`src/rtl/pci_initiator_fsm.sv`:
```
// PCI bus-master transaction controller: arbitrates, frames read/write bursts,
// and handles DEVSEL timeout, target disconnect and latency-timer preemption.
module pci_initiator_fsm #(
   parameter int MAX_BURST      = 8,
   parameter int DEVSEL_TIMEOUT = 5,
   parameter int LAT_TIMER      = 16
) (
   input  logic                             clk,
   input  logic                             reset,
   input  logic                             start,
   input  logic                             rd_wr,
   input  logic [$clog2(MAX_BURST+1)-1:0]   len,
   input  logic                             gnt,
   input  logic                             devsel,
   input  logic                             trdy,
   input  logic                             stop,
   output logic                             req,
   output logic                             frame,
   output logic                             irdy,
   output logic [2:0]                       state,
   output logic [$clog2(MAX_BURST+1)-1:0]   beat_count,
   output logic                             fvalid,
   output logic                             done,
   output logic                             abort
);

   localparam int LW = $clog2(MAX_BURST + 1);
   localparam int TW = (LAT_TIMER > 0) ? $clog2(LAT_TIMER + 1) : 1;
   localparam int DW = $clog2(DEVSEL_TIMEOUT + 1);

   localparam logic [LW-1:0] MAX_L    = LW'(MAX_BURST);
   localparam logic [TW-1:0] LAT_L    = TW'(LAT_TIMER);
   localparam logic [DW-1:0] DEV_LAST = DW'(DEVSEL_TIMEOUT - 1);
   localparam logic [DW-1:0] DEV_MAX  = DW'(DEVSEL_TIMEOUT);

   typedef enum logic [2:0] {
      IDLE       = 3'd0,
      REQUEST    = 3'd1,
      ADDRESS    = 3'd2,
      TURNAROUND = 3'd3,
      DATA       = 3'd4,
      FINISH     = 3'd5,
      ABORT      = 3'd6
   } state_e;

   state_e          state_q, state_d;
   logic            rd_wr_q, rd_wr_d;
   logic [LW-1:0]   eff_len_q, eff_len_d;
   logic [LW-1:0]   beat_q, beat_d;
   logic [TW-1:0]   lat_q, lat_d;
   logic [DW-1:0]   dev_q, dev_d;
   logic            claimed_q, claimed_d;
   logic            req_q, req_d;
   logic            frame_q, frame_d;
   logic            irdy_q, irdy_d;
   logic            fvalid_w;

   function automatic logic [LW-1:0] clamp_len(input logic [LW-1:0] l);
      if (l == '0)
         return LW'(1);
      else if (l > MAX_L)
         return MAX_L;
      else
         return l;
   endfunction

   function automatic logic [TW-1:0] sat_dec(input logic [TW-1:0] v);
      return (v == '0) ? '0 : v - TW'(1);
   endfunction

   assign fvalid_w = (state_q == DATA) && !irdy_q && !trdy;

   always_comb begin
      state_d   = state_q;
      rd_wr_d   = rd_wr_q;
      eff_len_d = eff_len_q;
      beat_d    = beat_q;
      lat_d     = lat_q;
      dev_d     = dev_q;
      claimed_d = claimed_q;
      frame_d   = 1'b1;

      // DEVSEL watch runs from the cycle after the address phase until claimed
      if (state_q == TURNAROUND || state_q == DATA) begin
         if (!devsel)
            claimed_d = 1'b1;
         else if (!claimed_q && dev_q != DEV_MAX)
            dev_d = dev_q + DW'(1);
      end

      case (state_q)
         IDLE: begin
            if (start) begin
               state_d   = REQUEST;
               rd_wr_d   = rd_wr;
               eff_len_d = clamp_len(len);
            end
         end
         REQUEST: begin
            if (!gnt)
               state_d = ADDRESS;
         end
         ADDRESS:    state_d = rd_wr_q ? TURNAROUND : DATA;
         TURNAROUND: state_d = DATA;
         DATA: begin
            lat_d = sat_dec(lat_q);
            if (!claimed_q && devsel && dev_q >= DEV_LAST) begin
               state_d = ABORT;
            end else begin
               if (fvalid_w)
                  beat_d = beat_q + LW'(1);
               if ((fvalid_w && frame_q) || !stop)
                  state_d = FINISH;
            end
         end
         FINISH:  state_d = IDLE;
         ABORT:   state_d = IDLE;
         default: state_d = IDLE;
      endcase

      if (state_d == ADDRESS) begin
         beat_d    = '0;
         lat_d     = LAT_L;
         dev_d     = '0;
         claimed_d = 1'b0;
      end

      // Bus lines are registered from the next state; FRAME# rises for the last phase and then stays up
      case (state_d)
         ADDRESS, TURNAROUND: frame_d = 1'b0;
         DATA: frame_d = (state_q == DATA && frame_q) ||
                         ((beat_d + LW'(1)) == eff_len_q) ||
                         (lat_d == '0 && gnt);
         default: frame_d = 1'b1;
      endcase
      req_d  = (state_d != REQUEST);
      irdy_d = (state_d != DATA);
   end

   always_ff @(negedge clk or posedge reset) begin
      if (reset) begin
         state_q   <= IDLE;
         beat_q    <= '0;
         lat_q     <= '0;
         dev_q     <= '0;
         claimed_q <= 1'b0;
         req_q     <= 1'b1;
         frame_q   <= 1'b1;
         irdy_q    <= 1'b1;
      end else begin
         state_q   <= state_d;
         beat_q    <= beat_d;
         lat_q     <= lat_d;
         dev_q     <= dev_d;
         claimed_q <= claimed_d;
         req_q     <= req_d;
         frame_q   <= frame_d;
         irdy_q    <= irdy_d;
      end
   end

   always_ff @(negedge clk) begin
      rd_wr_q   <= rd_wr_d;
      eff_len_q <= eff_len_d;
   end

   assign req        = req_q;
   assign frame      = frame_q;
   assign irdy       = irdy_q;
   assign state      = state_q;
   assign beat_count = beat_q;
   assign fvalid     = fvalid_w;
   assign done       = (state_q == FINISH);
   assign abort      = (state_q == ABORT);

endmodule
```
`config.mk`:
```
export PLATFORM = sky130hd
export DESIGN_NAME = pci_initiator_fsm
export DESIGN_NICKNAME = d
export VERILOG_FILES = /design/src/rtl/pci_initiator_fsm.sv
export SDC_FILE = /design/constraint.sdc
export NUM_CORES = 1
export LEC_CHECK = 0
export BUFFER_PORTS_ARGS = -buffer_cell sky130_fd_sc_hd__buf_4
export CAP_MARGIN = 15
export CORE_MARGIN = 3
export CORE_UTILIZATION = 35
export CTS_CLUSTER_DIAMETER = 30
export DETAILED_ROUTE_END_ITERATION = 6
export SETUP_SLACK_MARGIN = 0.4
export SLEW_MARGIN = 20
export SYNTH_ARGS = -nofsm -noshare
export SYNTH_HDL_FRONTEND = slang
export SYNTH_SLANG_ARGS = --single-unit
```
`constraint.sdc`:
```
create_clock -name clk -period 3.8 [get_ports clk]
set_input_delay 0.57 -clock clk [delete_from_list [all_inputs] [get_ports clk]]
set_output_delay 0.57 -clock clk [all_outputs]
set_load 0.01 [all_outputs]
```
=== After elaboration in Yosys (flattened, before gate mapping) ===
Index checks and enable logic that the tools add are counted.

* Register bits after elaboration: 24
* Bits in latches: 0
* Bits in writable memories: 0
* Bits in read-only memories: 0
* Bits of input ports: 12
* Output and inout port bits: 13
* Memories: 0

* Add/subtract/negate cells: 4
* $mul: 0
* Div/mod/pow operators: 0
* $lt $le $gt $ge: 2
* Equality and inequality tests: 14
* Shift-type cells: 0
* Muxes and demuxes: 22
* Bitwise gates (word level): 0
* Reductions and logical operators: 28

{| class="wikitable"
|+ Operators with widths
! operator !! count
|-
| 3-bit 2-to-1 mux || 9
|-
| 4-bit 2-to-1 mux || 5
|-
| 5-bit 2-to-1 mux || 3
|-
| 3-bit one-hot mux with 5 select lines || 1
|-
| 3-bit by 2-bit equality test with 1-bit output, second input constant || 4
|-
| 3-bit equality test, second input constant || 4
|-
| 5-bit logical NOT || 2
|-
| 4-bit by 1-bit adder with 4-bit output, second input constant || 2
|-
| 1-bit logical AND || 8
|-
| 3-bit inequality test, second input constant || 2
|-
| 2-bit nonzero test || 3
|-
| 5-bit by 1-bit subtractor with 5-bit output, second input constant || 1
|-
| 4-bit equality test || 1
|-
| 4-bit greater-than comparator, second input constant || 1
|-
| 1-bit logical NOT || 4
|-
| 4-bit logical NOT || 1
|-
| 1-bit logical OR || 4
|-
| 2-bit AND reduction || 2
|-
| 2-bit OR reduction || 2
|-
| 3-bit by 1-bit adder with 3-bit output, second input constant || 1
|-
| 3-bit by 1-bit equality test with 1-bit output, second input constant || 1
|-
| 3-bit >= comparator, second input constant || 1
|-
| 3-bit logical NOT || 1
|-
| 1-bit 2-to-1 mux || 3
|-
| 4 further kinds || 4
|}

=== Depth between registers and ports, before layout ===
Gate-level depths: netlist of the first run.

* Depth in word-level cells: 15
* Depth in mapped cells: 9
* Gate-level depth less buffers: 9

==> results of run 1 <==
final cells by class:
cell class | count | share of cell area, %
multi-input cells | 110 | 39.5
flip-flops and latches | 24 | 29.9
repair buffers | 56 | 22.0
well taps | 48 | 2.86
clock buffers | 3 | 1.96
inverters | 11 | 1.96
clock inverters | 9 | 1.85
registers in the layout (all words and copies together) (netlist names):
| register | flops |
|---|---|
| lat_q | 5 |
| beat_count | 4 |
| eff_len_q | 4 |
| dev_q | 3 |
| state | 3 |
| claimed_q | 1 |
| frame | 1 |
| irdy | 1 |
| rd_wr_q | 1 |
| req | 1 |
worst max-delay path: stages, from the launching register on:
cell	delay, ps
dfrtn_1	410
or3b_4	410
nor3_4	130
buf_6	120
what timing repair did:
action,CTS,global route
resized for setup,15,1
endpoints found under the setup margin,13,15
setup buffers,4,5
pin swaps,0,1
worst min-delay path by stage:
stage                                     start               endpoint  slack (ps)  cells past startpoint
final                     claimed_q$_DFFE_NP0P_  claimed_q$_DFFE_NP0P_         460                      2
after global routing      claimed_q$_DFFE_NP0P_  claimed_q$_DFFE_NP0P_         490                      2
after CTS                 claimed_q$_DFFE_NP0P_  claimed_q$_DFFE_NP0P_         470                      2
after detailed placement  claimed_q$_DFFE_NP0P_  claimed_q$_DFFE_NP0P_         460                      2
after global placement    claimed_q$_DFFE_NP0P_  claimed_q$_DFFE_NP0P_         450                      2
after floorplan           claimed_q$_DFFE_NP0P_  claimed_q$_DFFE_NP0P_         430                      2
power by group:
group	internal, mW	total [mW]	switching [mW]
Combinational	0.364	0.697	0.334
Sequential	0.363	0.428	0.0648
Clock	0.0866	0.192	0.106
Total	0.813	1.32	0.504
cells by family (layout without fill, tap and decap cells):
group                      Yosys count  in the layout  synth area share, %
muxes                                5              5                 3.78
AOI/OAI and AO/OA                   25             25                 11.5
adders and majority gates            5              5                 4.29
DFF                                 24             24                 43.2
buffers and inverters               17             79                 4.98
xor gates and xnor gates             7              7                 4.21
and+or+nand+nor                     68             68                 28.1
layer usage:
| layer | vias up | global-route usage, % | wire length [microns] |
|---|---|---|---|
| li1 | 658 | - | - |
| met1 | 650 | 17.6 | 1490 |
| met2 | 22 | 26.6 | 1880 |
| met3 | 3 | 1.99 | 111 |
| met4 | 0 | 3.13 | 29 |
| met5 | - | 0 | 0 |
synth_stat cells (all sizes together) (2+ instances only):
cell type  count  area (sq um)
dfstp          3          78.8
a21o           2          16.3
or4b           2          23.8
o22ai          3          18.8
nand3          2          10.0
nand2         13          48.8
a21oi          5          25.0
a21boi         2          15.0
edfxtp         5           150
clkbuf         3          11.3
nand4          4          25.0
inv           12          45.0
ha             5          62.6
xor2           3          26.3
dfrtn         16           400
nor2          17          63.8
mux2i          4          43.8
xnor2          4          35.0
nand2b         4          25.0
nor3           2          10.0
nor2b          3          18.8
or3b           3          26.3
nor3b          3          27.5
nand4b         3          26.3
and3           2          12.5
buf            2          16.3
nor4b          2          23.8
nand3b         2          15.0
o21ai          6          30.0
metrics by stage:
step / worst slack (ps) / area (sq um) / total power [mW] / util (%) / std cells
after floorplan: -190 / 1530 / 0.845 / - / 151
after global placement: -352 / 1890 / 1.05 / 49.5 / 241
after detailed placement: -401 / 1890 / 1.07 / 49.5 / 241
after CTS: -46.2 / 2060 / 1.32 / 53.8 / 256
after global routing: -96.6 / 2100 / 1.42 / 54.9 / 261
final: -34.8 / 2100 / 1.32 / 54.9 / 261
==> results.md, run 1 <==
* Fin. max-slew vios at 0
* PortBufs at 24
* DR pass1 iterations at 4
* Critical path endpoint category: primary output
* First-pass GRT wire length at 5900 microns
* Share of cells above drive strength 1 at 41.3%
* Predominant post-synthesis flop cell: dfrtn_1
* Setup Skew at 58.6 ps
* CP required at 3230 ps
* Failing checks: setup timing
* Fill cells at 347
* Critical Path Start: state[2]$_DFF_NP0_
* Hold Crit Class: flop to flop
* Most frequent cells in the layout: buf_4 (45), inv_1 (18), dfrtn_1 (16)
* Netlist Area Pre-Place at 1460 sq um
* Hold_ws at 459 ps
* Routed WL at 3510 microns
* Async SR Flop Fraction at 79.2%
* Die Area at 4980 sq um
* Area grow syn2layout at 44.2%
* ANT nets after route at 0
* Overall Global Routing Usage at 14.3%
* Synthesized flop and latch total at 24
* Status: complete, but fails checks
* Root Buffer: clkbuf_8
* Drt drc at 0
* Clock tree buffer depth at 2
* Critical Path End: fvalid
* Starting Density at 38.1%
* RR Endpoint: frame$_DFF_NP1_
* Peak supply drop at 0.000274 V
* I/O Pins at 25
* DR iter-0 viols at 83
* Initial antenna violation count at 0
* Setup TNS Final at -77.1 ps
* Syn Area/Cell at 9.65 sq um
* Mapped Cells at 151
* Crit-path max FO at 2
* Overflow after GRT at 0
* Cts bufs inserted at 3
* Worst setup margin at -34.8 ps
* Setup CP Type: flop to primary output
* Setup Viol. Count Final at 3
* Clock sinks at 24
* Final hold viol count at 0
* Clock transition at the registers of the reported paths at 60 ps
* H-tree depth at 1
* Worst Max-Slew Pin Slew at 666 ps
* Core area at 3830 sq um
* Vias per inst at 5.11
* Post-synthesis sequential area ratio at 43.2%
* Clk_lat worst skew at 340 ps
* Die W at 70.5 microns
* RSZ-0062 raised after global routing: yes
* Die Y at 70.5 microns
* DPL Wire Length at 2640 microns
* Power density over cell area at 627 nW/um^2
* Startpoint Class: flop
* Row count at 22
* Routed len/inst at 13.4 microns
* Worst EP arrival at 3260 ps
* Syn nets at 168
* Area occupied by multi-input gates at 830 sq um
* Post-synth EDFFs at 5
* Antenna diode count at 0
* Placer Congestion at 0.791
* FF-to-FF Start: state[0]$_DFF_NP0_
* CTS tree: done
* Commonest non-fill, non-tap cell in the layout: buf_4
* Cell variety after synth at 51
* Slew headroom at 55.4%
* Sequential cell area at 629 sq um
* Leakage at 0.996 nW
* Synth warn at 0
* Register-to-register setup slack at 1030 ps
* Detailed-route via count at 1,333
* Final layout net count at 231
* Hold_buf cts at 0
* Max-cap viol count at 0
* R2R depth at 10
* Largest net degree at the start of global routing at 20
* Vias in the first global route at 1,308
Note: power is estimated with default switching activity, not from simulation.
==> run 2, diff against run 1 <==
- CTS_CLUSTER_DIAMETER: 30 -> 80
- PLACE_DENSITY: default -> 0.65
- clock period: 3.8 -> 3.6 ns (I/O delays scaled with it)
==> run 2 against run 1 <==
  * Final cell count grew 4.6%
  * The run still ends with setup timing left
  * Hold slack gained 11 ps
  * Via count grew 4.5%
  * Non-clock buffer count grew 12
  * Die area is the same
  * Sequential share of layout area shrank 2.4 points
  * Clock skew grew 4.6 ps
==> results.md, run 2 (synthesis gave the netlist of run 1 again) <==
* Crit path largest cell delay at 530 ps
* Placed insts at 240
* Hold Crit Class: flop to flop
* Slowest CP cell: or4b_4
* Cell internal pwr at 1.01 mW
* Comb pwr share at 54.1%
* Vias in the first global route at 1,371
* Design area at 2290 sq um
* Core area at 3830 sq um
* Register-to-register setup slack at 1150 ps
* Sequential cell area at 629 sq um
* Clock transition at the registers of the reported paths at 60 ps
* CP required at 2050 ps
* Clock tree buffer depth at 2
* Hold_ws at 470 ps
* RSZ-0062 raised after global routing: yes
* I/O Pins at 25
* Area grow syn2layout at 56.8%
* Initial antenna violation count at 0
* Starting Density at 38.1%
* Psw at 0.559 mW
* Setup Viol. Count Final at 2
* Clk_lat worst skew at 340 ps
* DR iter-0 viols at 82
* Failing checks: setup timing
* Setup CP Type: input pin to flop
* Crit-path max FO at 5
* Critical path endpoint category: flop
* Pre-CTS setup slack at -476 ps
* Overall Global Routing Usage at 15.2%
* Finished Layout Cells at 273
* Antenna diode count at 0
* Commonest non-fill, non-tap cell in the layout: buf_4
* Power share of the clock group at 17.2%
* Leakage at 1.08 nW
* DPL Wire Length at 2640 microns
* PortBufs at 24
* First-pass GRT wire length at 6180 microns
* Sw frac at 35.7%
* Root Buffer: clkbuf_8
* Fin. max-slew vios at 0
* Fill cells at 335
* Vias per inst at 5.10
* Most flops, register: lat_q
* Worst setup margin at -58.6 ps
* Crit path max-delay family: simple AND/OR/NAND/NOR gates
* Peak supply drop at 0.000342 V
* Status: complete, but fails checks
* DR pass1 iterations at 4
* Die W at 70.5 microns
* DP Area at 1900 sq um
* Most frequent cells in the layout: buf_4 (52), inv_1 (17), dfrtn_1 (16)
* Worst EP arrival at 2110 ps
* Slew headroom at 71.7%
* Cts bufs inserted at 3
* Detailed-route via count at 1,393
* Final hold viol count at 0
* Sequential fraction of design power at 28.7%
* Drt drc at 0
* Routed len/inst at 13.1 microns
* Final layout net count at 243
* Clock sinks at 24
* Startpoint Class: input pin
* H-tree depth at 1
* Crit path buffers/inverters at 1
* Die Y at 70.5 microns
* Largest register FFs at 5
* Die Area at 4980 sq um
* Routed WL at 3580 microns
* ANT nets after route at 0
* Worst Max-Slew Pin Slew at 423 ps
* Hold_buf cts at 0
* Share of cells above drive strength 1 at 47.6%
* Placer Congestion at 0.842
* Critical path, cell by cell: buf_6 > or4b_4 > nand2_2 > mux2i_2 > ha_2 > xor2_2 > xnor2_2 > a311oi_2 > a221oi_2
* Max-cap viol count at 0
* CTS tree: done
* Area occupied by multi-input gates at 876 sq um
* Overflow after GRT at 0
* Power density over cell area at 685 nW/um^2
* Largest net degree at the start of global routing at 20
* Row count at 22
* Setup Skew at 63.2 ps
[run 2: cell count changes in the layout (fill, tap and decap cells not counted), moves of 2 or more]
cell      change
nand2b_4      +2
nand2b_1      -2
buf_6         +4
buf_4         +7
[run 2: worst paths after layout]
path                                            start                     to  cells after the start
worst min register to register  claimed_q$_DFFE_NP0P_  claimed_q$_DFFE_NP0P_                      2
worst max-delay path                              gnt        frame$_DFF_NP1_                      9
worst max register to register     state[2]$_DFF_NP0_        frame$_DFF_NP1_                     11
min in group asynchronous                       reset     lat_q[1]$_DFF_NP0_                      3
max in group asynchronous                       reset          req$_DFF_NP1_                      3
worst min-delay path            claimed_q$_DFFE_NP0P_  claimed_q$_DFFE_NP0P_                      2
[run 2: layout make-up]
class | instances | share of cell area [%]
Multi-Input combinational cell | 110 | 38.3
Sequential cell | 24 | 27.5
Timing Repair Buffer | 68 | 25.1
Clock inverter | 9 | 2.63
Tap cell | 48 | 2.63
Inverter | 11 | 1.97
Clock buffer | 3 | 1.81
[run 2: power groups by stage]
stage               Clock (mW)  Sequential [mW]  Combinational (mW)
floorplan               0.0153            0.470               0.428
global placement        0.0153            0.452               0.651
detailed placement      0.0153            0.459               0.664
CTS                      0.279            0.449               0.833
global route             0.301            0.460               0.935
finish                   0.270            0.450               0.846
[run 2: what timing repair did]
| action | 4_1_cts | 5_1_grt |
|---|---|---|
| gates resized for setup | 19 | 8 |
| endpoints found under the setup margin | 15 | 15 |
| pin swaps | 2 | 4 |
| setup buffers | 19 | 3 |
[run 2: through the flow]
step	power (mW)	util (%)	TNS, ps
2_1_floorplan	0.913	-	-260
3_3_place_gp	1.12	49.6	-579
3_5_place_dp	1.14	49.6	-630
4_1_cts	1.56	58.0	-135
5_1_grt	1.69	59.7	-288
6_report	1.57	59.7	-113
[run 2: routing by layer]
layer / GRT usage, % / routed length (microns) / up-vias
met3: 3.27 / 140 / 2
met2: 27.3 / 1890 / 29
li1: - / - / 682
met5: 0 / 0 / -
met4: 2.51 / 16 / 0
met1: 19.1 / 1540 / 680
[run 2: tightest hold or removal path: cells and delay by family, from the launching register on]
kind,cells,cell delay (ps)
flip-flops,1,430
AO/OA/AOI/OAI,1,50
AND/OR/NAND/NOR,1,80
